--- src/rtl/seg7_scroll_driver.sv ---
// seg7_scroll_driver: multiplexed 7-segment text display with a writable message buffer and optional scrolling.
module seg7_scroll_driver #(
  parameter int NUM_DIGITS    = 4,
  parameter int MSG_LEN       = 16,
  parameter int SCAN_DIV      = 1000,
  parameter int BLANK_CYC     = 2,
  parameter int SCROLL_FRAMES = 50
) (
  input  logic                         clk,
  input  logic                         rst,
  input  logic                         wr_en_i,
  input  logic [$clog2(MSG_LEN)-1:0]   wr_addr_i,
  input  logic [3:0]                   wr_data_i,
  input  logic [$clog2(MSG_LEN):0]     msg_len_i,
  input  logic                         scroll_en_i,
  input  logic                         restart_i,
  output logic [6:0]                   segments_o,
  output logic [NUM_DIGITS-1:0]        dig_en_o,
  output logic                         wrap_o
);
  localparam int AW = $clog2(MSG_LEN);
  localparam int LW = AW + 1;
  localparam int PW = SCAN_DIV > 1 ? $clog2(SCAN_DIV) : 1;
  localparam int DW = NUM_DIGITS > 1 ? $clog2(NUM_DIGITS) : 1;
  localparam int FW = SCROLL_FRAMES > 1 ? $clog2(SCROLL_FRAMES) : 1;
  localparam logic [6:0] SEG_LUT [16] = '{
    7'b1110111, 7'b1111100, 7'b1011110, 7'b0111110,
    7'b0111000, 7'b1000000, 7'b0001110, 7'b0111111,
    7'b1101101, 7'b1111001, 7'b0111001, 7'b1110110,
    7'b1110011, 7'b1010100, 7'b1111000, 7'b0000000
  };

  logic [3:0]            msg_q [MSG_LEN];
  logic [PW-1:0]         presc_q, presc_d;
  logic [DW-1:0]         dig_q, dig_d;
  logic [FW-1:0]         frame_q, frame_d;
  logic [AW-1:0]         off_q, off_d;
  logic [6:0]            seg_q, seg_d;
  logic [NUM_DIGITS-1:0] den_q, den_d;
  logic                  wrap_q, wrap_d;
  logic [LW-1:0]         len, p_sum, p;
  logic                  presc_wrap, frame_end, step, active, blank;

  always_comb begin
    len        = (msg_len_i == '0 || msg_len_i > LW'(MSG_LEN)) ? LW'(MSG_LEN) : msg_len_i;
    presc_wrap = presc_q == PW'(SCAN_DIV - 1);
    frame_end  = presc_wrap && dig_q == DW'(NUM_DIGITS - 1);
    presc_d    = presc_wrap ? '0 : presc_q + 1'b1;
    dig_d      = !presc_wrap ? dig_q : frame_end ? '0 : dig_q + 1'b1;
    step       = scroll_en_i && frame_end && frame_q == FW'(SCROLL_FRAMES - 1);
    frame_d    = (restart_i || !scroll_en_i || step) ? '0 : frame_end ? frame_q + 1'b1 : frame_q;
    // A shrunken length that strands the offset snaps it home without a wrap pulse
    off_d      = (restart_i || LW'(off_q) >= len) ? '0 :
                 !step ? off_q : (LW'(off_q) + 1'b1 == len) ? '0 : off_q + 1'b1;
    wrap_d     = !restart_i && LW'(off_q) < len && step && LW'(off_q) + 1'b1 == len;
    active     = presc_q >= PW'(BLANK_CYC);
    p_sum      = LW'(off_q) + LW'(dig_q);
    p          = p_sum >= len ? p_sum - len : p_sum;
    blank      = LW'(dig_q) >= len || p >= LW'(MSG_LEN);
    seg_d      = (active && !blank) ? SEG_LUT[msg_q[p[AW-1:0]]] : '0;
    den_d      = active ? NUM_DIGITS'(1) << dig_q : '0;
  end

  always_ff @(posedge clk) begin
    if (rst) begin
      for (int k = 0; k < MSG_LEN; k++) msg_q[k] <= 4'hf;
      presc_q <= '0;
      dig_q   <= '0;
      frame_q <= '0;
      off_q   <= '0;
      seg_q   <= '0;
      den_q   <= '0;
      wrap_q  <= 1'b0;
    end else begin
      if (wr_en_i && LW'(wr_addr_i) < LW'(MSG_LEN)) msg_q[wr_addr_i] <= wr_data_i;
      presc_q <= presc_d;
      dig_q   <= dig_d;
      frame_q <= frame_d;
      off_q   <= off_d;
      seg_q   <= seg_d;
      den_q   <= den_d;
      wrap_q  <= wrap_d;
    end
  end

  assign segments_o = seg_q;
  assign dig_en_o   = den_q;
  assign wrap_o     = wrap_q;
endmodule

--- config.mk ---
export PLATFORM = sky130hd
export DESIGN_NAME = seg7_scroll_driver
export DESIGN_NICKNAME = d
export VERILOG_FILES = /design/src/rtl/seg7_scroll_driver.sv
export SDC_FILE = /design/constraint.sdc
export NUM_CORES = 1
export LEC_CHECK = 0
export CAP_MARGIN = 40
export CORE_UTILIZATION = 25
export CTS_CLUSTER_SIZE = 14
export DETAILED_ROUTE_END_ITERATION = 8
export PLACE_DENSITY = 0.48
export REMOVE_ABC_BUFFERS = 1
export SYNTH_ARGS = -nofsm -noshare
export SYNTH_HDL_FRONTEND = slang
export SYNTH_SLANG_ARGS = --single-unit
--- constraint.sdc ---
create_clock -name clk -period 5.16 [get_ports clk]
set_input_delay 0.516 -clock clk [delete_from_list [all_inputs] [get_ports clk]]
set_output_delay 0.516 -clock clk [all_outputs]
set_load 0.03 [all_outputs]
==> impl_results.md, run 1 <==
* Unrepaired setup endpoints after global routing: no
* Total area of multi-input combinational cells at 0.00288 mm2
* Vertical die dimension at 152 um
* Most common cell on crit path: sky130_fd_sc_hd__ha_1
* Clock edge transition at the registers on the reported setup and hold paths at 0.07 ns
* Overall routed net length at 13.3 mm
* Filler instances at 2,243
* Total GRT Usage at 0.118
* Die ar. at 0.0232 mm2
* Proportion of layout cells with a drive suffix above 1 at 0.196
* Hold-fix buffer count after cts at 0
* Count of flip-flops with a built-in enable after synthesis at 64
* Cells after Synth at 533
* Number of antenna cells inserted at 0
* Failing checks: design-rule violations
* Warnings from Yosys at 0
* Max-cap check violation count at 0
* Weighted congestion reported at the end of routability-driven placement at 0.831
* Setup violations, final at 0
* CTS buffer count at 9
* Max-slew headroom at 0.469
* Worst clock skew on the final layout at 0.0114 ns
* Top area cells in the synthesized netlist: sky130_fd_sc_hd__edfxtp_1 34%, sky130_fd_sc_hd__dfxtp_1 12%, sky130_fd_sc_hd__ha_1 6.0%, sky130_fd_sc_hd__or2_2 5.1%, sky130_fd_sc_hd__nand2b_1 4.3%
* Clock tree buffer depth at 2
* DIE WIDTH at 152 um
* Kind of path behind the tightest hold check: register to register
* Longest individual stage delay on the worst path at 0.53 ns
* Sinks on Clock Net at 98
* Root Buffer Master: sky130_fd_sc_hd__clkbuf_16
* Clock Latency Late Sink at 0.36 ns
* Placeable core region at 0.0220 mm2
* Placed cell count at 855
* Number of hold violations in the final report at 0
* Kind of start point of the critical path: primary input
* Number of post-CTS setup repair buffers at 0
* Htree depth at 3
* HPWL reported at the end of detailed placement at 10.0 mm
* Share of the clock period used by the worst path after layout at 0.953
* Vias in the first global route at 3,903
* Net count reported at finish at 633
* Number of DRC markers after the initial detailed-route iteration at 199
* Distinct cells, synth at 69
* Count of standard-cell rows at 54
* Crit path required time at 5.45 ns
* Fmax achieved at 203 MHz
* Pwr Total at 1.91 mW
* Drt pass-1 iters at 6
* Number of buffers added on ports at 29
* Per-cell via count in the routed design at 4.67
* Critical path capture point type: register
* Cell area after synthesis at 0.00565 mm2
* Dominant cell by count in the synthesized netlist: sky130_fd_sc_hd__edfxtp_1
* Slowest-stage cell, CP: sky130_fd_sc_hd__or4_1
* Crit path arrival time at 5.21 ns
* Sequential standard cell area at 0.00260 mm2
* Synthesis-stage register bit count at 98
* Residual DRC at 4
* Initial antenna violation count at 0
* Worst Slack Setup Final at 0.242 ns
* Share of Yosys cell area claimed by the top area cell type at 0.340
* Slew at the pin with the worst max-slew slack at 0.789 ns
* Start-to-end type of the worst setup path: primary input to register
* TritonCTS clock tree: yes
* Antenna Violating Nets Remaining at 0
* First-pass GRT wire length at 21.4 mm
* Pwr per Cell Area at 284 mW/mm2
* Drt wl/cell at 15.3 um
* Layout overhead on the synthesized area at 18.8%
* Maximum number of pins on one net before global-route repair at 25
* Final number of max-transition violations at 0
* Outcome: complete, but fails checks
* Maximum fanout encountered on the critical timing path at 11
* Starting Density at 0.257
* # resized after CTS at 0
* Vias post-DR at 4,064
* Most area-hungry cell type in the Yosys netlist: sky130_fd_sc_hd__edfxtp_1
* Number of ports placed on the die boundary at 30
* Sequential area share after synthesis at 0.460
* Maximum vdd drop at 0.150 mV
* Setup slack at placement at -0.0805 ns
* Leakage power of the design at 2.51 nW
* Most frequent cells after synthesis: 64 x sky130_fd_sc_hd__edfxtp_1, 46 x sky130_fd_sc_hd__or2_2, 39 x sky130_fd_sc_hd__nand2b_1, 39 x sky130_fd_sc_hd__nor2_1, 37 x sky130_fd_sc_hd__nand2_1
* CP Cell Sequence: clkdlybuf4s50_1, or4_1, ha_1, nor2b_1, ha_1, and3_4, a211o_4, o21ai_4, buf_4, mux2_4, o311ai_0, o22ai_1, a311o_1, nor2b_4, or3b_1, a21oi_1
* Layout Cells excl Fill at 871
* Mean post-synth cell area at 10.6 um2
* Proportion of register bits with asynchronous set or reset after synthesis at 0
* Time the final worst path needs with I/O delays and setup at 4.92 ns
* Grt ovf at 0
* R2R Setup Slk at 0.52 ns
* Most frequently used flop master after synthesis: sky130_fd_sc_hd__edfxtp_1
sequential cells by signal, summed over array words and instances (netlist names):
name        flops
presc_q        10
frame_q         6
msg_q          64
wrap_o          1
segments_o      7
dig_q           2
off_q           4
dig_en_o        4
per-stage QoR:
step	hold slack [ns]	instance area, um2	utilization	TNS (ns)
final	0.463	6720	0.305	0
after global routing	0.515	6720	0.305	0
after CTS	0.467	6720	0.305	0
after detailed placement	0.451	6420	0.291	-0.267
after global placement	0.450	6410	0.291	-0.0507
after floorplan	0.430	5540	-	-0.0147
path summary, 6_finish.rpt:
| check | start | end | cells past startpoint |
|---|---|---|---|
| setup reg to reg | dig_q[0] | segments_o[6] | 16 |
| hold reg to reg | presc_q[0] | presc_q[0] | 1 |
| hold / removal | presc_q[0] | presc_q[0] | 1 |
| setup / recovery | msg_len_i[0] | segments_o[6] | 16 |
where the power goes:
part / internal [mW] / total, mW / switching, mW
combinational: 0.160 / 0.344 / 0.184
sequential: 0.873 / 0.890 / 0.0171
clock: 0.343 / 0.673 / 0.331
worst max-delay path, delay by kind of cell:
kind,cells,cell delay (ns)
compound gates,6,1.64
fa+ha+maj,2,0.63
simple gates,5,1.47
mux,1,0.38
buf+inv,2,0.58
cells in the final DEF (no fill, tap or decap), drive strengths merged, types with 4 or more instances in the layout:
cell type and count:
nor3 9, a31oi 4, nand3 16, ha 27, edfxtp 64, and2 6
inv 19, clkdlybuf4s50 29, nor4 4, a211oi 8, nor2b 7, xor2 11
or3 6, mux2 11, dfxtp 34, a21oi 14, and3 12, clkbuf 9
xnor2 8, nand2b 39, o21ai 15, nor2 40, or2 46, mux2i 24
buf 31, nand4 7, nand2 37, nor3b 7, a211o 5
logic make-up (layout without fill, tap and decap cells):
kind of cell | count (synthesis) | count (layout) | synth area share
AOI/OAI and AO/OA | 76 | 76 | 0.103
xor gates and xnor gates | 19 | 19 | 0.0294
adders and majority gates | 29 | 29 | 0.0669
buffers and inverters | 33 | 91 | 0.0305
DFF | 98 | 98 | 0.460
muxes | 35 | 35 | 0.0671
and+or+nand+nor | 243 | 243 | 0.242
area by class of cell:
cell class              count  share of cell area
clock buffers               9              0.0335
clock inverters             7              0.0106
inverters                  15             0.00838
multi-input cells         402               0.428
flip-flops and latches     98               0.388
well taps                 280              0.0522
repair buffers             60              0.0794
metal layers:
metal,up-vias,part of all wire,GRT usage
li1,2032,-,-
met1,1935,0.50,0.165
met2,77,0.44,0.180
met3,20,0.040,0.0216
met4,0,0.017,0.0432
met5,-,0,0
Note: power is estimated with default switching activity, not from simulation.
==> run 2: changes to the inputs <==
--- a/config.mk
+++ b/config.mk
@@ -9,6 +9,7 @@
 export CORE_UTILIZATION = 25
 export CTS_CLUSTER_SIZE = 14
 export DETAILED_ROUTE_END_ITERATION = 8
+export GPL_TIMING_DRIVEN = 0
 export PLACE_DENSITY = 0.48
 export REMOVE_ABC_BUFFERS = 1
 export SYNTH_ARGS = -nofsm -noshare
==> impl_results.md, run 2 (synthesized netlist as in run 1, its figures left out) <==
* Outcome: complete, but fails checks
* Maximum fanout encountered on the critical timing path at 5 (-6)
* Sinks on Clock Net at 98 (unchanged)
* Grt ovf at 0 (unchanged)
* Vias in the first global route at 4,020 (+3.0%)
* Kind of start point of the critical path: primary input
* Time the final worst path needs with I/O delays and setup at 4.95 ns (+0.0310 ns)
* TritonCTS clock tree: yes
* Setup slack at placement at -0.970 ns (-0.890 ns)
* Number of ports placed on the die boundary at 30 (unchanged)
* Residual DRC at 4 (unchanged)
* Crit path arrival time at 5.21 ns (about the same)
* Highest-count cells in the layout ignoring fill and taps: 64 x sky130_fd_sc_hd__edfxtp_1, 46 x sky130_fd_sc_hd__or2_2, 39 x sky130_fd_sc_hd__nor2_1
* Register with the most flip-flops: msg_q
* Final number of max-transition violations at 0 (unchanged)
* Commonest non-fill, non-tap cell in the layout: sky130_fd_sc_hd__edfxtp_1
* Initial antenna violation count at 0 (unchanged)
* Leakage power of the design at 2.48 nW (-1.1%)
* Total GRT Usage at 0.117 (-0.000547)
* CTS buffer count at 9 (unchanged)
* Weighted congestion reported at the end of routability-driven placement at 0.793 (-4.5%)
* Total area of multi-input combinational cells at 0.00297 mm2 (+3.3%)
* Fraction of the core area covered by cells at the end of the flow at 0.307 (+0.00210)
* Count of standard-cell rows at 54 (unchanged)
* Per-cell via count in the routed design at 4.60 (-1.4%)
* Root Buffer Master: sky130_fd_sc_hd__clkbuf_16
* Hold-fix buffer count after cts at 0 (unchanged)
* DIE WIDTH at 152 um (unchanged)
* Max-slew headroom at 0.486 (+0.0167)
* Clock Latency Late Sink at 0.34 ns (-0.02 ns)
* Failing checks: design-rule violations
* Pwr Total at 1.96 mW (+2.9%)
* Pwr per Cell Area at 290 mW/mm2 (+2.2%)
* Worst Slack Setup Final at 0.211 ns (-0.0310 ns)
* Critical path capture point type: register
* Unrepaired setup endpoints after global routing: no
* Crit path required time at 5.42 ns (-0.03 ns)
* Number of DRC markers after the initial detailed-route iteration at 183 (-8.0%)
* HPWL reported at the end of detailed placement at 9.31 mm (-6.9%)
* Filler instances at 2,282 (+1.7%)
* Slew at the pin with the worst max-slew slack at 0.764 ns (-0.0248 ns)
* Worst clock skew on the final layout at 0.00571 ns (-0.00567 ns)
* Share of the clock period used by the worst path after layout at 0.959 (+0.00601)
* Worst-case hold slack at 0.471 ns (+0.00858 ns)
* Placement Cell Area at 0.00622 mm2 (-3.1%)
* Fmax achieved at 202 MHz (-0.63%)
* Post-Layout Inst Area at 0.00676 mm2 (+0.69%)
* Starting Density at 0.257 (unchanged)
* Setup violations, final at 0 (unchanged)
* Layout Cells excl Fill at 859 (-1.4%)
* Clock edge transition at the registers on the reported setup and hold paths at 0.07 ns (about the same)
* Vertical die dimension at 152 um (unchanged)
* Kind of path behind the tightest hold check: register to register
* Flip-flop count of the largest register after layout at 64 (unchanged)
* Drt pass-1 iters at 7 (+1)
* Number of hold violations in the final report at 0 (unchanged)
* Die ar. at 0.0232 mm2 (unchanged)
* Layout overhead on the synthesized area at 19.6%
* Maximum vdd drop at 0.174 mV (+16%)
* Clock tree buffer depth at 2 (unchanged)
* Start-to-end type of the worst setup path: primary input to register
* Proportion of layout cells with a drive suffix above 1 at 0.200 (+0.00407)
* Placeable core region at 0.0220 mm2 (unchanged)
* Overall routed net length at 13.2 mm (-0.89%)
* Htree depth at 3 (unchanged)
* Max-cap check violation count at 0 (unchanged)
* Vias post-DR at 3,951 (-2.8%)
* Sequential standard cell area at 0.00260 mm2 (unchanged)
* Drt wl/cell at 15.4 um (+0.50%)
* Net count reported at finish at 621 (-1.9%)
* Maximum number of pins on one net before global-route repair at 21 (-16%)
* Number of buffers added on ports at 29 (unchanged)
* Placed cell count at 828 (-3.2%)
* Setup TNS at 0 ns (unchanged)
* First-pass GRT wire length at 21.3 mm (-0.32%)
* Antenna Violating Nets Remaining at 0 (unchanged)
* Number of antenna cells inserted at 0 (unchanged)
[run 2: metal layers]
metal	up-vias	part of all wire	global-route usage
met1	1876	0.49	0.155
met3	11	0.030	0.0210
met4	0	0.015	0.0462
li1	1998	-	-
met5	-	0	0
met2	66	0.47	0.189
[run 2: power by group]
part	switching [mW]	internal, mW
registers	0.0133	0.873
clock network	0.304	0.424
logic	0.191	0.158
total	0.508	1.45
[run 2: final cells by class]
cell class | count | area share
multi-input combinational | 403 | 0.439
sequential | 98 | 0.385
timing repair buffer | 47 | 0.0688
tap | 280 | 0.0518
clock buffer | 9 | 0.0333
clock inverter | 7 | 0.0135
inverter | 15 | 0.00833
[run 2: repair_timing]
item / in CTS / in global routing
setup endpoints to repair: 7 / 6
hold endpoints to repair: 0 / 0
pin swaps: 4 / 4
gates cloned: 1 / 0
gates resized for setup: 9 / 10
buffers inserted: 12 / 2
[run 2: critical path, stage by stage]
cell and delay, ns:
sky130_fd_sc_hd__clkdlybuf4s50_1 0.46, sky130_fd_sc_hd__or4_4 0.55, sky130_fd_sc_hd__ha_4 0.32, sky130_fd_sc_hd__nand2b_4 0.17, sky130_fd_sc_hd__ha_1 0.27, sky130_fd_sc_hd__and3_4 0.20, sky130_fd_sc_hd__a211o_4 0.34, sky130_fd_sc_hd__o21ai_4 0.29
sky130_fd_sc_hd__mux2i_4 0.31, sky130_fd_sc_hd__buf_4 0.18, sky130_fd_sc_hd__mux2_2 0.33, sky130_fd_sc_hd__a2bb2o_1 0.30, sky130_fd_sc_hd__nor3_4 0.07, sky130_fd_sc_hd__buf_4 0.17, sky130_fd_sc_hd__ha_1 0.29, sky130_fd_sc_hd__inv_1 0.06
sky130_fd_sc_hd__nor2_1 0.10, sky130_fd_sc_hd__a21oi_1 0.06, sky130_fd_sc_hd__a221oi_2 0.22
[run 2: final timing paths]
| path | endpoint | slack (ns) | start | cells past startpoint |
|---|---|---|---|---|
| max | segments_o[2] | 0.21 | msg_len_i[1] | 19 |
| min | presc_q[0] | 0.47 | presc_q[0] | 1 |
| max reg2reg | segments_o[2] | 0.47 | dig_q[0] | 18 |
| min reg2reg | presc_q[0] | 0.47 | presc_q[0] | 1 |
==> run 3: changes to the inputs <==
--- a/config.mk
+++ b/config.mk
@@ -10,8 +10,9 @@
 export CTS_CLUSTER_SIZE = 14
 export DETAILED_ROUTE_END_ITERATION = 8
 export GPL_TIMING_DRIVEN = 0
-export PLACE_DENSITY = 0.48
+export PLACE_DENSITY = 0.49
 export REMOVE_ABC_BUFFERS = 1
+export SKIP_CTS_REPAIR_TIMING = 1
 export SYNTH_ARGS = -nofsm -noshare
 export SYNTH_HDL_FRONTEND = slang
 export SYNTH_SLANG_ARGS = --single-unit
==> constraint.sdc (replaced) <==
create_clock -name clk -period 4.4 [get_ports clk]
set_input_delay 0.44 -clock clk [delete_from_list [all_inputs] [get_ports clk]]
set_output_delay 0.44 -clock clk [all_outputs]
set_load 0.03 [all_outputs]
==> impl_results.md, run 3 (synthesized netlist as in run 1, its figures left out) <==
* Routed metal-1 wirelength at 6.68 mm (+3.4%)
* Leakage power of the design at 2.70 nW (+8.9%)
* Critical path capture point type: register
* Reg-to-Reg End: segments_o[4]
* Root Buffer Master: sky130_fd_sc_hd__clkbuf_16
* Switching power summed over all nets at 0.665 mW (+31%)
* Critical Path Sink: segments_o[4]
* Clock tree buffer depth at 2 (unchanged)
* Sequential standard cell area at 0.00260 mm2 (unchanged)
* Hold depth at 1 (unchanged)
* Number of ports placed on the die boundary at 30 (unchanged)
* CP Cell Sequence: dlymetal6s2s_1, or4_4, ha_4, nand2b_4, ha_4, and3_4, a211o_4, o21ai_4, mux2_4, o311ai_4, o22ai_1, a311o_2, buf_6, mux2_4, a221oi_2
* Starting Density at 0.257 (unchanged)
* Share of the clock period used by the worst path after layout at 0.975
* Initial antenna violation count at 0 (unchanged)
* Total GRT Usage at 0.113 (-0.00444)
* Kind of start point of the critical path: primary input
* Htree depth at 3 (unchanged)
* Sequential group share of total power at 0.446 (-0.005)
* Failing checks: design-rule violations
* Grt ovf at 0 (unchanged)
* Filler instances at 2,217 (-2.8%)
* Number of DRC markers after the initial detailed-route iteration at 140 (-23%)
* Drt wl/cell at 15.4 um (+0.49%)
* Placeable core region at 0.0220 mm2 (unchanged)
* Switch share at 0.285 (+0.0263)
* Flip-flop count of the largest register after layout at 64 (unchanged)
* Number of antenna cells inserted at 0 (unchanged)
* Setup TNS at 0 ns (unchanged)
* Weighted congestion reported at the end of routability-driven placement at 0.774 (-2.4%)
* Count of standard-cell rows at 54 (unchanged)
* Highest-count cells in the layout ignoring fill and taps: 64 x sky130_fd_sc_hd__edfxtp_1, 46 x sky130_fd_sc_hd__or2_2, 37 x sky130_fd_sc_hd__nand2b_1
* Slowest-stage cell, CP: sky130_fd_sc_hd__or4_4
* Max-cap check violation count at 0 (unchanged)
* Commonest non-fill, non-tap cell in the layout: sky130_fd_sc_hd__edfxtp_1
* Net count reported at finish at 652 (+5.0%)
* Sinks on Clock Net at 98 (unchanged)
* Worst clock skew on the final layout at 0.0101 ns (+0.00442 ns)
* Drt pass-1 iters at 6 (-1)
* HPWL reported at the end of detailed placement at 9.10 mm (-2.3%)
* Number of buffers added on ports at 29 (unchanged)
* Overall routed net length at 13.7 mm (+4.1%)
* Total area of multi-input combinational cells at 0.00331 mm2 (+11%)
* Met2 wire length at 6.42 mm (+4.5%)
* Longest individual stage delay on the worst path at 0.54 ns (about the same)
* Maximum fanout encountered on the critical timing path at 6 (+1)
* Worst setup path startpoint: msg_len_i[1]
* CTS buffer count at 9 (unchanged)
* Residual DRC at 3 (-1)
* Highest routing layer actually used: met4
* Placement Cell Area at 0.00623 mm2 (+0.12%)
* TritonCTS clock tree: yes
* Per-cell via count in the routed design at 4.72 (+2.6%)
* Maximum number of pins on one net before global-route repair at 24 (+14%)
* Maximum vdd drop at 0.152 mV (-13%)
* Layout overhead on the synthesized area at 29.9%
* Setup violations, final at 0 (unchanged)
* Reg2Reg Depth at 13 (-5)
* Beginning of the worst register-to-register path: dig_q[0]
* First-pass GRT wire length at 20.4 mm (-4.2%)
* Crit path required time at 4.67 ns (-0.75 ns)
* R2R Setup Slk at 0.13 ns (-0.34 ns)
* Time the final worst path needs with I/O delays and setup at 4.29 ns
* Clock edge transition at the registers on the reported setup and hold paths at 0.07 ns (about the same)
* Die ar. at 0.0232 mm2 (unchanged)
* Fmax achieved at 233 MHz
* Kind of path behind the tightest hold check: register to register
* Max-slew headroom at 0.510 (+0.0239)
* Clock Latency Late Sink at 0.35 ns (about the same)
* Length of routed met3 wiring at 452 um (+15%)
* Number of hold violations in the final report at 0 (unchanged)
* Vias post-DR at 4,201 (+6.3%)
* Internal Dissipation at 1.67 mW (+15%)
* Outcome: complete, but fails checks
* Proportion of layout cells with a drive suffix above 1 at 0.303 (+0.103)
* Final number of max-transition violations at 0 (unchanged)
* Vertical die dimension at 152 um (unchanged)
* Start-to-end type of the worst setup path: primary input to register
* Clock Power Share at 0.339 (-0.032)
* Pwr per Cell Area at 318 mW/mm2 (+9.4%)
* Vias in the first global route at 3,847 (-4.3%)
* Antenna Violating Nets Remaining at 0 (unchanged)
* Crit path arrival time at 4.56 ns (-0.65 ns)
* Post-Layout Inst Area at 0.00734 mm2 (+8.6%)
* DIE WIDTH at 152 um (unchanged)
* Slew at the pin with the worst max-slew slack at 0.733 ns (-0.0311 ns)
* Register with the most flip-flops: msg_q
* Logic gate share of total power at 0.215 (+0.037)
[run 3: changes by cell type in the layout (fill, tap and decap cells not counted), sizes merged, moves of 2 or more]
cell / change
clkinvlp: -2
buf: +28
clkdlybuf4s50: -4
dlymetal6s2s: +4
bufinv: -2
inv: +3
[run 3: metal layers]
metal / global-route usage / vias up
met5: 0 / -
met4: 0.0403 / 0
met3: 0.0256 / 10
met2: 0.177 / 72
met1: 0.151 / 2058
li1: - / 2061
[run 3: power groups by stage]
stage	Clock [mW]	Combinational (mW)	Sequential (mW)
after floorplan	0	0.232	1.07
after global placement	0	0.355	1.06
after detailed placement	0	0.366	1.06
after CTS	0.810	0.368	1.04
after global routing	0.849	0.537	1.04
final	0.791	0.502	1.04
[run 3: through the flow]
stage          utilization  setup WS, ns  std cells  power [mW]  hold slack [ns]
2_1_floorplan            -        -0.699        515        1.30            0.430
4_1_cts              0.296         -1.31        844        2.22            0.469
3_5_place_dp         0.283         -1.67        828        1.43            0.453
5_1_grt              0.333    -0.0000417        890        2.43            0.493
3_3_place_gp         0.280         -2.07        824        1.41            0.446
6_report             0.333         0.109        890        2.33            0.467
[run 3: area by class of cell]
type                            instances  area share
Clock buffer                            9      0.0307
Clock inverter                          7     0.00920
Inverter                               15     0.00767
Multi-Input combinational cell        405       0.450
Sequential cell                        98       0.355
Tap cell                              280      0.0477
Timing Repair Buffer                   76      0.0999
[run 3: worst min path at each step]
stage	startpoint	endpoint	slack [ns]
after floorplan	presc_q[0]	presc_q[0]	0.43
after global placement	presc_q[0]	presc_q[0]	0.45
after detailed placement	presc_q[0]	presc_q[0]	0.45
after CTS	presc_q[0]	presc_q[0]	0.47
after global routing	presc_q[0]	presc_q[0]	0.49
final	presc_q[0]	presc_q[0]	0.47
[run 3: critical path: cells and delay by family]
kind	cells	cell delay, ns
muxes	2	0.71
adders and majority gates	2	0.55
and+or+nand+nor	3	0.87
AOI/OAI and AO/OA	6	1.68
buffers and inverters	2	0.31
